==> src/rtl/sdram_req_arbiter.sv <==
// sdram_req_arbiter
// Two-requester Avalon-MM arbiter in front of the single SDRAM-controller
// slave. Requester 0 is the manual switch/KEY master, requester 1 is the GPU
// draw/framebuffer engine. Grants are round-robin, one transfer per grant.
// A small tag FIFO remembers which requester issued each accepted read so
// that every returning readdatavalid is routed to the right requester.
//
// Ports:
//   clk, reset_n                 clock, synchronous active-low reset
//   rqN_*  (N = 0, 1)            requester-side Avalon-MM slave ports
//   avm_*                        master port towards the SDRAM controller
//   pending_count                number of accepted reads still awaiting data
//   err_unexpected_rdv           sticky: read data arrived with no tag queued
module sdram_req_arbiter #(
    parameter int ADDRESSWIDTH = 28,
    parameter int DATAWIDTH    = 32,
    parameter int MAX_PENDING  = 4
) (
    input  logic                           clk,
    input  logic                           reset_n,
    // requester 0
    input  logic [ADDRESSWIDTH-1:0]        rq0_address,
    input  logic                           rq0_read,
    input  logic                           rq0_write,
    input  logic [DATAWIDTH-1:0]           rq0_writedata,
    input  logic [DATAWIDTH/8-1:0]         rq0_byteenable,
    output logic                           rq0_waitrequest,
    output logic [DATAWIDTH-1:0]           rq0_readdata,
    output logic                           rq0_readdatavalid,
    // requester 1
    input  logic [ADDRESSWIDTH-1:0]        rq1_address,
    input  logic                           rq1_read,
    input  logic                           rq1_write,
    input  logic [DATAWIDTH-1:0]           rq1_writedata,
    input  logic [DATAWIDTH/8-1:0]         rq1_byteenable,
    output logic                           rq1_waitrequest,
    output logic [DATAWIDTH-1:0]           rq1_readdata,
    output logic                           rq1_readdatavalid,
    // SDRAM slave
    output logic [ADDRESSWIDTH-1:0]        avm_address,
    output logic [DATAWIDTH-1:0]           avm_writedata,
    output logic [DATAWIDTH/8-1:0]         avm_byteenable,
    output logic                           avm_read,
    output logic                           avm_write,
    input  logic                           avm_waitrequest,
    input  logic [DATAWIDTH-1:0]           avm_readdata,
    input  logic                           avm_readdatavalid,
    // status
    output logic [$clog2(MAX_PENDING):0]   pending_count,
    output logic                           err_unexpected_rdv
);

    localparam int PTR_W = $clog2(MAX_PENDING);
    localparam int CNT_W = PTR_W + 1;
    localparam logic [PTR_W-1:0] PTR_ONE = PTR_W'(1);
    localparam logic [CNT_W-1:0] CNT_ONE = CNT_W'(1);
    localparam logic [CNT_W-1:0] CNT_MAX = CNT_W'(MAX_PENDING);

    typedef enum logic {
        ST_IDLE = 1'b0,
        ST_BUSY = 1'b1
    } state_t;

    state_t                 state_r, state_next_s;
    logic                   owner_r, owner_next_s;
    logic                   last_r, last_next_s;
    logic [MAX_PENDING-1:0] tag_fifo_r;
    logic [PTR_W-1:0]       wr_ptr_r, rd_ptr_r;
    logic [CNT_W-1:0]       pending_count_r;
    logic                   err_r;

    logic                   fifo_full_s, fifo_empty_s;
    logic                   elig0_s, elig1_s;
    logic                   sel_read_s, sel_write_s;
    logic                   push_s, pop_s, head_tag_s;

    assign fifo_full_s  = (pending_count_r == CNT_MAX);
    assign fifo_empty_s = (pending_count_r == {CNT_W{1'b0}});

    // A read only competes when the tag FIFO has room for its tag.
    assign elig0_s = rq0_write | (rq0_read & ~fifo_full_s);
    assign elig1_s = rq1_write | (rq1_read & ~fifo_full_s);

    assign sel_read_s  = owner_r ? rq1_read  : rq0_read;
    assign sel_write_s = owner_r ? rq1_write : rq0_write;

    // Data path follows the owner; strobes alone qualify the transfer.
    assign avm_address    = owner_r ? rq1_address    : rq0_address;
    assign avm_writedata  = owner_r ? rq1_writedata  : rq0_writedata;
    assign avm_byteenable = owner_r ? rq1_byteenable : rq0_byteenable;

    // Read return path: data is broadcast, valid goes to the head tag owner.
    assign pop_s             = avm_readdatavalid & ~fifo_empty_s;
    assign head_tag_s        = tag_fifo_r[rd_ptr_r];
    assign rq0_readdata      = avm_readdata;
    assign rq1_readdata      = avm_readdata;
    assign rq0_readdatavalid = pop_s & ~head_tag_s;
    assign rq1_readdatavalid = pop_s &  head_tag_s;

    assign pending_count      = pending_count_r;
    assign err_unexpected_rdv = err_r;

    // Next-state, grant and strobe decode for the IDLE/BUSY arbiter.
    always_comb begin
        state_next_s    = state_r;
        owner_next_s    = owner_r;
        last_next_s     = last_r;
        avm_read        = 1'b0;
        avm_write       = 1'b0;
        rq0_waitrequest = 1'b1;
        rq1_waitrequest = 1'b1;
        push_s          = 1'b0;
        case (state_r)
            ST_IDLE: begin
                if (elig0_s && elig1_s) begin
                    owner_next_s = ~last_r;
                    state_next_s = ST_BUSY;
                end else if (elig0_s) begin
                    owner_next_s = 1'b0;
                    state_next_s = ST_BUSY;
                end else if (elig1_s) begin
                    owner_next_s = 1'b1;
                    state_next_s = ST_BUSY;
                end else begin
                    state_next_s = ST_IDLE;
                end
            end
            ST_BUSY: begin
                // Write wins when the owner raises both strobes.
                avm_write = sel_write_s;
                avm_read  = sel_read_s & ~sel_write_s;
                if (owner_r) begin
                    rq1_waitrequest = avm_waitrequest;
                end else begin
                    rq0_waitrequest = avm_waitrequest;
                end
                if ((sel_read_s | sel_write_s) && !avm_waitrequest) begin
                    last_next_s  = owner_r;
                    state_next_s = ST_IDLE;
                    push_s       = ~sel_write_s;
                end else if (!(sel_read_s | sel_write_s)) begin
                    // Owner withdrew its request: release without a transfer.
                    state_next_s = ST_IDLE;
                end else begin
                    state_next_s = ST_BUSY;
                end
            end
            default: begin
                state_next_s = ST_IDLE;
            end
        endcase
    end

    // Arbiter state register; requester 0 wins the first tie after reset.
    always_ff @(posedge clk) begin
        if (!reset_n) begin
            state_r <= ST_IDLE;
            owner_r <= 1'b0;
            last_r  <= 1'b1;
        end else begin
            state_r <= state_next_s;
            owner_r <= owner_next_s;
            last_r  <= last_next_s;
        end
    end

    // Read tag FIFO, outstanding-read counter and sticky error flag.
    always_ff @(posedge clk) begin
        if (!reset_n) begin
            tag_fifo_r      <= {MAX_PENDING{1'b0}};
            wr_ptr_r        <= {PTR_W{1'b0}};
            rd_ptr_r        <= {PTR_W{1'b0}};
            pending_count_r <= {CNT_W{1'b0}};
            err_r           <= 1'b0;
        end else begin
            if (push_s) begin
                tag_fifo_r[wr_ptr_r] <= owner_r;
                wr_ptr_r             <= wr_ptr_r + PTR_ONE;
            end
            if (pop_s) begin
                rd_ptr_r <= rd_ptr_r + PTR_ONE;
            end
            case ({push_s, pop_s})
                2'b10:   pending_count_r <= pending_count_r + CNT_ONE;
                2'b01:   pending_count_r <= pending_count_r - CNT_ONE;
                default: pending_count_r <= pending_count_r;
            endcase
            if (avm_readdatavalid && fifo_empty_s) begin
                err_r <= 1'b1;
            end
        end
    end

endmodule
==> config.mk <==
export PLATFORM = sky130hd
export DESIGN_NAME = sdram_req_arbiter
export DESIGN_NICKNAME = d
export VERILOG_FILES = /design/src/rtl/sdram_req_arbiter.sv
export SDC_FILE = /design/constraint.sdc
export NUM_CORES = 1
export LEC_CHECK = 0
export BUFFER_PORTS_ARGS = -buffer_cell sky130_fd_sc_hd__buf_2
export CORE_AREA = 2 2 120 122
export CTS_BUF_LIST = sky130_fd_sc_hd__clkbuf_8
export CTS_CLUSTER_DIAMETER = 200
export CTS_CLUSTER_SIZE = 28
export DETAILED_ROUTE_END_ITERATION = 10
export DIE_AREA = 0 0 122 124
export GPL_ROUTABILITY_DRIVEN = 0
export GPL_TIMING_DRIVEN = 1
export PLACE_DENSITY_LB_ADDON = 0.05
export SLEW_MARGIN = 20
export SYNTH_ARGS = -nofsm -noshare
export SYNTH_HDL_FRONTEND = slang
export SYNTH_SLANG_ARGS = --single-unit
==> constraint.sdc <==
create_clock -name clk -period 3.7 [get_ports clk]
set_clock_uncertainty 0.1 [all_clocks]
set_input_delay 0.74 -clock clk [delete_from_list [all_inputs] [get_ports clk]]
set_output_delay 0.74 -clock clk [all_outputs]
set_load 0.01 [all_outputs]
Word level (Yosys, flattened, before mapping)
Cells that the tools add are included.
W data, S select, Z words.
{"block": "classes", "muxes": 28, "eq_ne": 3, "reduce_logical": 10, "div": 0, "n_bitwise": 15, "n_mul": 0, "addsub": 4, "shift": 0, "order_cmp": 3}
{"op": "$mux W32", "n": 1}
{"op": "$mux W28", "n": 1}
{"op": "$mux W1", "n": 20}
{"op": "$and A1 B1 Y1", "n": 6}
{"op": "$lt A2 B3 Y1 const B", "n": 2}
{"op": "$not A1 Y1", "n": 6}
{"op": "$pmux W3 S2", "n": 1}
{"op": "$add A2 B1 Y2 const B", "n": 2}
{"op": "$bwmux W4", "n": 1}
{"op": "$logic_and A1 B1 Y1", "n": 4}
{"op": "$mux W4", "n": 1}
{"op": "$reduce_and A2 Y1", "n": 2}
{"op": "$add A3 B1 Y3 const B", "n": 1}
{"op": "$eq A3 B3 Y1 const B", "n": 1}
{"op": "$logic_not A3 Y1", "n": 1}
{"op": "$or A1 B1 Y1", "n": 3}
{"op": "$reduce_bool A3 Y1", "n": 1}
{"op": "$sub A3 B1 Y3 const B", "n": 1}
{"op": "$bmux W1 S2", "n": 1}
{"op": "$demux W1 S2", "n": 1}
{"op": "$eq A2 B1 Y1 const B", "n": 1}
{"op": "$eq A2 B2 Y1 const B", "n": 1}
{"op": "$ge A2 B1 Y1 const B", "n": 1}
{"op": "$pmux W1 S2", "n": 1}
{"op": "2 further kinds", "n": 2}
{"block": "totals", "in_bits": 168, "ff_bits": 15, "romBits": 0, "output_inout_bits": 138, "elab_cells": 71, "mem_bits_rw": 0, "latchBits": 0, "memories": 0}

Longest topological paths before layout
Gate-level depths: netlist of the first run.
{"block": "depth", "ltp_word": 8, "ltp_mapped": 9, "mapped_depth_nobuf": 8}

Worst setup path before layout of the first run
OpenSTA, ideal clock, no wires.
{"block": "synth_timing", "path_kind": "input to register", "from": "input port rq1_write", "to": "register pending_count_r[2] (netlist: pending_count[2])", "slack_ps": 1180, "arrival_ps": 2350, "path_buffers": 0, "setup_ps": 70, "required_time_ps": 3530, "cell_stages": 8, "path_cell_list": "and4b_2 -> o21ai_4 -> ha_1 -> inv_1 -> fa_1 -> xor2_1 -> or3_1 -> a21oi_1"}
{"block": "synth_via", "elab_chain_cells": 7, "elab_cells_between_ends": 10, "cone_classes": "eq/ne: 2; mux: 4; bitwise: 2; reduce/logical: 2"}
{"item": "start, declared", "line_no": "33", "rtl": "input logic rq1_write,"}
{"item": "$mux W1 (*)", "line_no": "85", "rtl": "assign sel_write_s = owner_r ? rq1_write : rq0_write;"}
{"item": "$or A1 B1 Y1", "line_no": "137", "rtl": "if ((sel_read_s | sel_write_s) && !avm_waitrequest) begin"}
{"item": "$logic_and A1 B1 Y1", "line_no": "137"}
{"item": "$mux W1 (*)", "line_no": "137"}
{"item": "$mux W1 (*)", "line_no": "113", "rtl": "case (state_r)"}
{"item": "$eq A2 B1 Y1 / $eq A2 B2 Y1 (equally long branches)", "line_no": "183", "rtl": "case ({push_s, pop_s})"}
{"item": "$pmux W3 S2 / $reduce_bool A2 Y1 (equally long branches)"}
{"item": "end signal, assigned", "line_no": "184", "rtl": "2'b10: pending_count_r <= pending_count_r + CNT_ONE;"}
{"item": "end signal, assigned", "line_no": "185", "rtl": "2'b01: pending_count_r <= pending_count_r - CNT_ONE;"}
{"item": "end signal, assigned", "line_no": "186", "rtl": "default: pending_count_r <= pending_count_r;"}
{"item": "end, declared", "line_no": "69", "rtl": "logic [CNT_W-1:0] pending_count_r;"}
Mark *: on every way between the ends. The rest lies on a longest branch, timed or not.
A chain may end at the register's enable or synchronous reset.

Final worst setup path of the first run
{"block": "layout_timing", "from": "register owner_r", "to": "output port avm_writedata[0]"}
{"block": "layout_via", "elab_chain_cells": 1}
{"item": "start, declared", "line_no": "65", "rtl": "logic owner_r, owner_next_s;"}
{"item": "start signal, assigned", "line_no": "162", "rtl": "owner_r <= owner_next_s;"}
{"item": "$mux W32", "line_no": "89", "rtl": "assign avm_writedata = owner_r ? rq1_writedata : rq0_writedata;"}
{"item": "end, declared", "line_no": "41", "rtl": "output logic [DATAWIDTH-1:0] avm_writedata,"}
Every way passes these cells.

==> results of run 1 <==
## per-layer routing
metal  track usage  part of all wire  up-vias
li1              -                 -     1022
met1        0.1083              0.36      914
met2        0.1631              0.52      113
met3       0.01603             0.082       33
met4       0.04598             0.041        0
met5             0                 0        -
## tightest hold or removal path, stage by stage (launching register included)
cell and delay (ns):
dfxtp_1 0.31, nand2_1 0.05, mux2i_1 0.05
## final timing paths
| check | slack (ns) | endpoint | depth (start not counted) |
|---|---|---|---|
| worst max-delay path | 0.80 | avm_writedata[0] | 3 |
| worst min register to register | 0.36 | tag_fifo_r[1] | 2 |
| worst min-delay path | 0.36 | tag_fifo_r[1] | 2 |
| worst max register to register | 1.06 | pending_count[2] | 8 |
## state kept, by name, indices dropped and copies added (netlist names)
signal	cells
wr_ptr_r	2
state_r	1
rd_ptr_r	2
owner_r	1
last_r	1
tag_fifo_r	4
err_unexpected_rdv	1
pending_count	3
## power groups by stage
stage	Combinational [mW]	Sequential (mW)	Clock, mW
detailed placement	0.310	0.198	0
CTS	0.312	0.194	0.148
floorplan	0.243	0.181	0
global placement	0.312	0.197	0
finish	0.306	0.192	0.140
global route	0.336	0.196	0.155
## stage by stage
step           instances  worst slack (ns)  total power [mW]  instance area, µm²  hold slack [ns]
2_1_floorplan        232             1.180            0.4231                2123           0.3353
3_3_place_gp         548            0.9508            0.5088                2865           0.3500
3_5_place_dp         548            0.9155            0.5076                2865           0.3534
4_1_cts              552            0.7692            0.6530                2912           0.3645
5_1_grt              552            0.6622            0.6876                2912           0.3902
6_report             552            0.7984            0.6373                2912           0.3618
## layout make-up
class | instances | area (µm²) | area share
timing repair buffer | 210 | 1054 | 0.3618
clock inverter | 1 | 5.005 | 0.001719
multi-input combinational | 133 | 1245 | 0.4276
clock buffer | 3 | 41.29 | 0.01418
tap | 180 | 225.2 | 0.07735
sequential | 15 | 304.0 | 0.1044
inverter | 10 | 37.54 | 0.01289
## placed cells by master (no fill, tap or decap), types with 2 or more instances in the layout
cell type / n
buf_2: 209
mux2_2: 64
dfxtp_1: 14
inv_1: 10
nor2_1: 9
nand2_1: 9
mux2i_1: 7
a21oi_1: 5
ha_1: 5
o211ai_1: 4
xor2_1: 4
o311ai_0: 3
clkbuf_8: 3
o31ai_1: 2
nand3_1: 2
nor3_1: 2
nor3b_1: 2
## cells by family after synthesis
group                      count (synthesis)  share of synthesized area
DFF                                       15                     0.1414
AOI/OAI and AO/OA                         19                    0.06777
xor gates and xnor gates                   4                    0.01650
muxes                                     72                     0.3830
and+or+nand+nor                           32                    0.08014
buffers and inverters                     84                     0.2722
adders and majority gates                  6                    0.03889
==> impl_metrics.py, run 1 <==
metrics = {
    "status": {
        "outcome": "finished, final reports clean",
    },
    "floorplanning": {
        "row_count": 43,
        "die_x_um": 122,
        "die-area_um2": 15130,
        "start_util": 0.1548,
        "die-height_um": 124,
        "num_io_pins": 306,
        "core_um2": 13720,
    },
    "synth": {
        "yosys-top-cells-area": "mux2_2 34%, buf_4 23%, dfxtp_1 14%",
        "async_flop_share": 0,
        "synth_area_um2": 2123,
        "synth_edf_count": 0,
        "synth-seq-area-share": 0.1414,
        "synthTopCellsByCount": "66 x buf_4, 64 x mux2_2, 15 x dfxtp_1, 10 x inv_1",
        "syn-num-nets": 406,
        "synth.most_common_cell": "buf_4",
        "synthCells": 232,
        "ys_warn_count": 0,
        "synth_cell_types": 35,
        "ys.flop_type": "dfxtp_1",
        "netlist.area_leader.share": 0.3394,
        "synth_top_cell_by_area": "mux2_2",
        "avgSynthCellArea_um2": 9.152,
        "synth-seq-cells": 15,
    },
    "power_and_ir_drop": {
        "p_seq_frac": 0.301,
        "pwr-share-comb": 0.479,
        "power_switching_mw": 0.2203,
        "p_sw_frac": 0.3456,
        "power_density_nw_per_um2": 218.9,
        "p_leak_nw": 1.448,
        "peakVddDrop_mv": 0.1203,
        "pwr-share-clk": 0.220,
        "internal-power_mw": 0.4171,
    },
    "cts": {
        "cts_tree": "done",
        "cts_inserted_buffers": 3,
        "htreeDepth": 1,
        "cts_buffer_depth": 2,
        "root_buffer": "clkbuf_8",
        "post_cts_resized": 0,
        "cts.clk_slew.worst_paths_ns": 0.07,
        "cts_sinks": 15,
        "clock_latency_ns": 0.25,
        "holdBufCountCts": 0,
        "post-cts-setup-buffer-count": 0,
    },
    "critical_path": {
        "worstPathArrival_ns": 2.06,
        "critPathKind": "reg2out",
        "cp.required_ns": 2.86,
        "cp_max_fo": 43,
        "crit_chain": "buf_4 > mux2_2 > buf_2",
        "startpoint": "owner_r",
        "timing.rr.start": "owner_r",
        "end_kind": "output pin",
        "crit_buf_inv": 2,
        "cp_slowest_cell": "dfxtp_4",
        "max_stage_delay_ns": 0.70,
        "crit_family": "flip-flops",
        "cp-start-kind": "flop",
    },
    "global_routing": {
        "grt_pass1_vias": 1955,
        "grt-ovfl-total": 0,
        "grt_pass1_wl_um": 10700,
        "track_usage": 0.09259,
        "antenna_found_initial": 1,
        "grt_max_degree": 44,
    },
    "final_layout": {
        "diodes": 0,
        "fin_util": 0.2122,
        "syn_to_final_growth_pct": 37.12,
        "fin_nets": 547,
        "drive_gt1_frac": 0.7634,
        "num-fill-cells": 1549,
    },
    "sta": {
        "finalSetupTns_ns": 0,
        "fin_crit_ns": 2.902,
        "drv_slew": 0,
        "setup-violations-final": 0,
        "max-slew-margin-rel": 0.6104,
        "fmax_mhz": 344.6,
        "period_share": 0.7842,
        "rsz0062_at_grt": "no",
        "worstMarginPinSlew_ns": 0.5844,
        "hold_viol": 0,
    },
    "min_path": {
        "min-delay-start": "tag_fifo_r[1]",
        "hp-class": "reg2reg",
    },
    "drt": {
        "drc": 0,
        "antenna_left": 0,
        "wl_um": 7911,
        "initialDrtViolationCount": 37,
        "routed-via-count": 2082,
        "routedWlPerCell_um": 14.33,
        "drt-pass1-iter-count": 4,
        "routed_via_density": 3.772,
    },
    "place": {
        "port_buffers": 209,
        "dpl.hpwl_um": 6741,
    },
    "run": {
        "maxCapViolations": 0,
    },
}
Note: power is estimated with default switching activity, not from simulation.
==> run 2, diff against run 1 <==
--- a/config.mk
+++ b/config.mk
@@ -6,12 +6,12 @@
 export NUM_CORES = 1
 export LEC_CHECK = 0
 export BUFFER_PORTS_ARGS = -buffer_cell sky130_fd_sc_hd__buf_2
-export CORE_AREA = 2 2 120 122
+export CORE_AREA = 2 2 118 120
 export CTS_BUF_LIST = sky130_fd_sc_hd__clkbuf_8
 export CTS_CLUSTER_DIAMETER = 200
 export CTS_CLUSTER_SIZE = 28
 export DETAILED_ROUTE_END_ITERATION = 10
-export DIE_AREA = 0 0 122 124
+export DIE_AREA = 0 0 120 122
 export GPL_ROUTABILITY_DRIVEN = 0
 export GPL_TIMING_DRIVEN = 1
 export PLACE_DENSITY_LB_ADDON = 0.05
==> constraint.sdc (replaced) <==
create_clock -name clk -period 2.7 [get_ports clk]
set_clock_uncertainty 0.1 [all_clocks]
set_input_delay 0.54 -clock clk [delete_from_list [all_inputs] [get_ports clk]]
set_output_delay 0.54 -clock clk [all_outputs]
set_load 0.01 [all_outputs]
==> run 2 against run 1 <==
Effect of this change: final area is 0.64% higher; sequential share of layout area fell by 0.067 points; setup slack got worse by 0.36 ns; cell count grew 0.18%; global-route usage up 0.11 points; hold slack gained 0.0067 ns; power up 36%; combinational power increased by 42%; routed wire length decreased by 1.3%; via count decreased by 0.77%; die area shrank 3.2%; first-iteration DRC count grew 19%; critical endpoint is now pending_count[2]; highest routed layer unchanged.
==> impl_metrics.py, run 2 (synthesis gave the netlist of run 1 again) <==
metrics = {
    "status": {
        "outcome": "finished, final reports clean",
    },
    "critical_path": {
        "crit_buf_inv": 1,
        "crit_chain": "and4bb_2 > o21ai_4 > ha_1 > inv_1 > fa_1 > xor2_1 > or3_1 > a21oi_1",
        "cp_max_fo": 11,
        "worstPathArrival_ns": 2.34,
        "r2r-end": "pending_count[2]",
        "cp-start-kind": "flop",
        "cp.required_ns": 2.78,
        "cp_slowest_cell": "dfxtp_4",
        "critPathKind": "reg2reg",
        "startpoint": "owner_r",
        "rrSetupSlack_ns": 0.44,
        "crit_family": "simple AND/OR/NAND/NOR gates",
        "crit_cells": 8,
        "rr_worst_depth": 8,
        "max_stage_delay_ns": 0.45,
        "timing.rr.start": "owner_r",
        "end_kind": "flop",
    },
    "global_routing": {
        "grt_pass1_wl_um": 10630,
        "track_usage": 0.09366,
        "antenna_found_initial": 0,
        "grt_max_degree": 64,
        "grt_pass1_vias": 1967,
        "grt-ovfl-total": 0,
    },
    "place": {
        "port_buffers": 209,
        "placed_cells": 549,
        "dpl.hpwl_um": 6723,
        "place_area_um2": 2885,
    },
    "sta": {
        "worstMarginPinSlew_ns": 0.5003,
        "fin_crit_ns": 2.260,
        "max-slew-margin-rel": 0.6618,
        "fmax_mhz": 442.6,
        "setup-violations-final": 0,
        "rsz0062_at_grt": "no",
        "period_share": 0.8369,
        "hold_viol": 0,
        "drv_slew": 0,
        "finalSetupTns_ns": 0,
    },
    "final_layout": {
        "most-common-layout-cells": "209 x buf_2, 64 x mux2_2, 14 x dfxtp_1, 11 x inv_1",
        "regMostFlops": "tag_fifo_r",
        "final_common_cell": "buf_2",
        "largest_register_ffs": 4,
        "finish.instance_area_um2": 2930,
        "fin_util": 0.2170,
        "fin_nets": 548,
        "diodes": 0,
        "fin_cells": 553,
        "syn_to_final_growth_pct": 38.01,
        "drive_gt1_frac": 0.7614,
    },
    "min_path": {
        "min-delay-start": "tag_fifo_r[0]",
        "holdPathEnd": "tag_fifo_r[0]",
        "hold_depth": 2,
        "hp-class": "reg2reg",
    },
    "run": {
        "maxCapViolations": 0,
    },
    "cts": {
        "holdBufCountCts": 0,
        "cts_buffer_depth": 2,
        "cts.clk_slew.worst_paths_ns": 0.06,
        "cts_sinks": 15,
        "htreeDepth": 1,
        "post-cts-setup-buffer-count": 0,
        "root_buffer": "clkbuf_8",
        "cts_tree": "done",
        "clock_latency_ns": 0.25,
        "post_cts_resized": 0,
        "cts_inserted_buffers": 3,
    },
    "drt": {
        "routed-via-count": 2066,
        "wl_um": 7806,
        "drc": 0,
        "routedWlPerCell_um": 14.12,
        "initialDrtViolationCount": 44,
        "routed_via_density": 3.736,
        "drt-pass1-iter-count": 4,
        "antenna_left": 0,
    },
    "power_and_ir_drop": {
        "power_density_nw_per_um2": 296.3,
        "p_seq_frac": 0.289,
        "power_mw": 0.8683,
        "p_sw_frac": 0.3401,
        "internal-power_mw": 0.5730,
        "peakVddDrop_mv": 0.1619,
        "pwr-share-clk": 0.212,
        "pwr-share-comb": 0.499,
        "p_leak_nw": 1.456,
        "power_switching_mw": 0.2953,
    },
    "floorplanning": {
        "die_x_um": 120,
        "die-height_um": 122,
        "die-area_um2": 14640,
        "start_util": 0.1572,
        "core_um2": 13500,
        "row_count": 43,
        "num_io_pins": 306,
    },
}
## run 2: worst max path at each step
stage / to / slack (ns)
2_1_floorplan: pending_count[2] / 0.38
6_report: pending_count[2] / 0.44
3_3_place_gp: pending_count[2] / 0.21
3_5_place_dp: pending_count[2] / 0.18
4_1_cts: pending_count[2] / 0.40
5_1_grt: pending_count[2] / 0.33
## run 2: area by class of cell
| type | instances | area, µm² |
|---|---|---|
| clock buffers | 3 | 41.29 |
| clock inverters | 1 | 3.754 |
| fillers | 1523 | 10570 |
| inverters | 10 | 37.54 |
| multi-input cells | 133 | 1245 |
| flip-flops and latches | 15 | 304.0 |
| well taps | 180 | 225.2 |
| repair buffers | 211 | 1074 |
## run 2: layer usage
| metal | wire length (µm) | vias up | GRT usage |
|---|---|---|---|
| met5 | 0 | - | 0 |
| met4 | 280 | 0 | 0.03971 |
| met3 | 699 | 34 | 0.02715 |
| met2 | 4089 | 128 | 0.1701 |
| met1 | 2735 | 879 | 0.1013 |
| li1 | - | 1025 | - |
## run 2: stage by stage
stage	worst slack [ns]	hold slack, ns
after floorplan	0.3799	0.3353
after global placement	0.2072	0.3631
after detailed placement	0.1795	0.3630
after CTS	0.3958	0.3734
after global routing	0.3282	0.3946
final	0.4404	0.3685
## run 2: power by group through the flow
stage | Sequential (mW) | Combinational [mW] | Clock [mW]
floorplan | 0.248 | 0.332 | 0
global placement | 0.257 | 0.445 | 0
detailed placement | 0.256 | 0.441 | 0
CTS | 0.251 | 0.443 | 0.196
global route | 0.253 | 0.475 | 0.204
finish | 0.251 | 0.433 | 0.184
## run 2: worst reg2reg max path: cells and delay by family, from the launching register on
| family | cells | cell delay, ns |
|---|---|---|
| flip-flops | 1 | 0.45 |
| XOR/XNOR | 1 | 0.15 |
| AO/OA/AOI/OAI | 2 | 0.27 |
| adder cells (fa/ha/maj) | 2 | 0.56 |
| AND/OR/NAND/NOR | 2 | 0.60 |
| buffers and inverters | 1 | 0.06 |
==> run 3, diff against run 2 <==
==> constraint.sdc (replaced) <==
create_clock -name clk -period 2.34 [get_ports clk]
set_clock_uncertainty 0.1 [all_clocks]
set_input_delay 0.468 -clock clk [delete_from_list [all_inputs] [get_ports clk]]
set_output_delay 0.468 -clock clk [all_outputs]
set_load 0.01 [all_outputs]
==> run 3 against run 2 <==
Effect of this change: sequential share of layout area down 0.33 points; critical path depth stayed put; final area is 3.3% higher; hold slack lost 0.0047 ns; via count rose by 3.7%; first-iteration DRC count is 23% lower; die area did not move; fmax is 5.2% higher; clock power is 15% higher; global-route usage up 0.20 points; routed wire length up 1.2%; setup slack worse by 0.25 ns; critical path type unchanged; critical endpoint unchanged; highest routed layer unchanged.
==> impl_metrics.py, run 3 (synthesis gave the netlist of run 1 again) <==
metrics = {
    "final_layout": {
        "fin_nets": 561,
        "syn_to_final_growth_pct": 42.60,
        "fin_util": 0.2242,
        "register_area_um2": 304.0,
        "final_common_cell": "buf_2",
        "multi_input_area_um2": 1245,
        "drive_gt1_frac": 0.7694,
        "fin_cells": 566,
        "regMostFlops": "tag_fifo_r",
        "most-common-layout-cells": "209 x buf_2, 64 x mux2_2, 14 x dfxtp_1, 14 x buf_4, 11 x inv_1",
        "diodes": 0,
        "num-fill-cells": 1513,
        "largest_register_ffs": 4,
    },
    "critical_path": {
        "critPathKind": "reg2reg",
        "end_kind": "flop",
        "worstPathArrival_ns": 2.23,
        "cp-start-kind": "flop",
        "cp.required_ns": 2.42,
        "cp_slowest_cell": "fa_1",
        "crit_chain": "and4b_2 > o21ai_4 > ha_1 > inv_1 > fa_1 > xor2_1 > or3_1 > a21oi_1",
        "cp_max_fo": 4,
        "max_stage_delay_ns": 0.37,
        "crit_family": "simple AND/OR/NAND/NOR gates",
        "crit_buf_inv": 1,
    },
    "drt": {
        "antenna_left": 0,
        "routedWlPerCell_um": 13.96,
        "routed-via-count": 2143,
        "drc": 0,
        "wl_um": 7901,
        "initialDrtViolationCount": 34,
        "drt-pass1-iter-count": 4,
        "routed_via_density": 3.786,
    },
    "status": {
        "outcome": "finished, final reports clean",
    },
    "sta": {
        "setup-violations-final": 0,
        "fmax_mhz": 465.5,
        "hold_viol": 0,
        "worstMarginPinSlew_ns": 0.5427,
        "max-slew-margin-rel": 0.6336,
        "finalSetupTns_ns": 0,
        "drv_slew": 0,
        "fin_crit_ns": 2.148,
        "setup_ws_ns": 0.1917,
        "rsz0062_at_grt": "no",
        "period_share": 0.9181,
    },
    "global_routing": {
        "grt_pass1_vias": 2022,
        "grt-busiest-layer": "met2",
        "gr-usage-met2": 0.1751,
        "track_usage": 0.09567,
        "grt-ovfl-total": 0,
        "antenna_found_initial": 0,
        "grtUsageMet3": 0.02434,
        "grt_pass1_wl_um": 10810,
        "grtUsageMet1": 0.1048,
        "grt_max_degree": 52,
    },
    "floorplanning": {
        "die_x_um": 120,
        "die-height_um": 122,
        "num_io_pins": 306,
        "row_count": 43,
        "core_um2": 13500,
        "die-area_um2": 14640,
        "start_util": 0.1572,
    },
    "cts": {
        "clock_latency_ns": 0.25,
        "post_cts_resized": 0,
        "cts_tree": "done",
        "holdBufCountCts": 0,
        "cts_inserted_buffers": 3,
        "post-cts-setup-buffer-count": 0,
        "cts.clk_slew.worst_paths_ns": 0.06,
        "cts_sinks": 15,
        "root_buffer": "clkbuf_8",
        "cts_buffer_depth": 2,
        "htreeDepth": 1,
    },
    "place": {
        "dpl.hpwl_um": 6844,
        "placed_cells": 562,
        "port_buffers": 209,
        "preCtsSetupSlack_ns": -0.0004232,
    },
    "power_and_ir_drop": {
        "power_mw": 1.021,
        "power_density_nw_per_um2": 337.3,
        "peakVddDrop_mv": 0.1595,
        "p_leak_nw": 1.522,
    },
    "run": {
        "maxCapViolations": 0,
    },
    "min_path": {
        "hp-class": "reg2reg",
    },
}
run 3: cell count changes in the layout (fill, tap and decap cells not counted), sizes merged:
cell,change
buf,+13
run 3: final cells by class:
class | count | area share
Clock buffer | 3 | 0.01364
Clock inverter | 1 | 0.001240
Inverter | 10 | 0.01240
Multi-Input combinational cell | 133 | 0.4112
Sequential cell | 15 | 0.1004
Tap cell | 180 | 0.07438
Timing Repair Buffer | 224 | 0.3868
run 3: worst paths after layout:
path | startpoint | end | slack (ns) | cells past startpoint
max reg2reg | owner_r | pending_count[2] | 0.19 | 8
max | owner_r | pending_count[2] | 0.19 | 8
min reg2reg | tag_fifo_r[3] | tag_fifo_r[3] | 0.36 | 2
min | tag_fifo_r[3] | tag_fifo_r[3] | 0.36 | 2
run 3: per-stage QoR:
stage          hold WS, ns  instance area (µm²)
2_1_floorplan       0.3353                 2123
3_3_place_gp        0.3535                 2983
3_5_place_dp        0.3580                 2983
4_1_cts             0.3664                 3028
5_1_grt             0.3921                 3028
6_report            0.3638                 3028
run 3: where the power goes:
part | internal [mW] | leakage (nW) | switching [mW]
clock network | 0.116 | 0.0269 | 0.0957
registers | 0.268 | 0.123 | 0.0106
logic | 0.294 | 1.37 | 0.237
run 3: worst register-to-register path, stage by stage (launching register included):
cell and delay, ns:
dfxtp_4 0.36, and4b_2 0.27, o21ai_4 0.16, ha_1 0.18
inv_1 0.05, fa_1 0.37, xor2_1 0.15, or3_1 0.30
a21oi_1 0.13
run 3: layer usage:
| metal | vias to the layer above | wire length (µm) |
|---|---|---|
| li1 | 1050 | - |
| met1 | 942 | 2801 |
| met2 | 121 | 4204 |
| met3 | 30 | 666 |
| met4 | 0 | 229 |
| met5 | - | 0 |
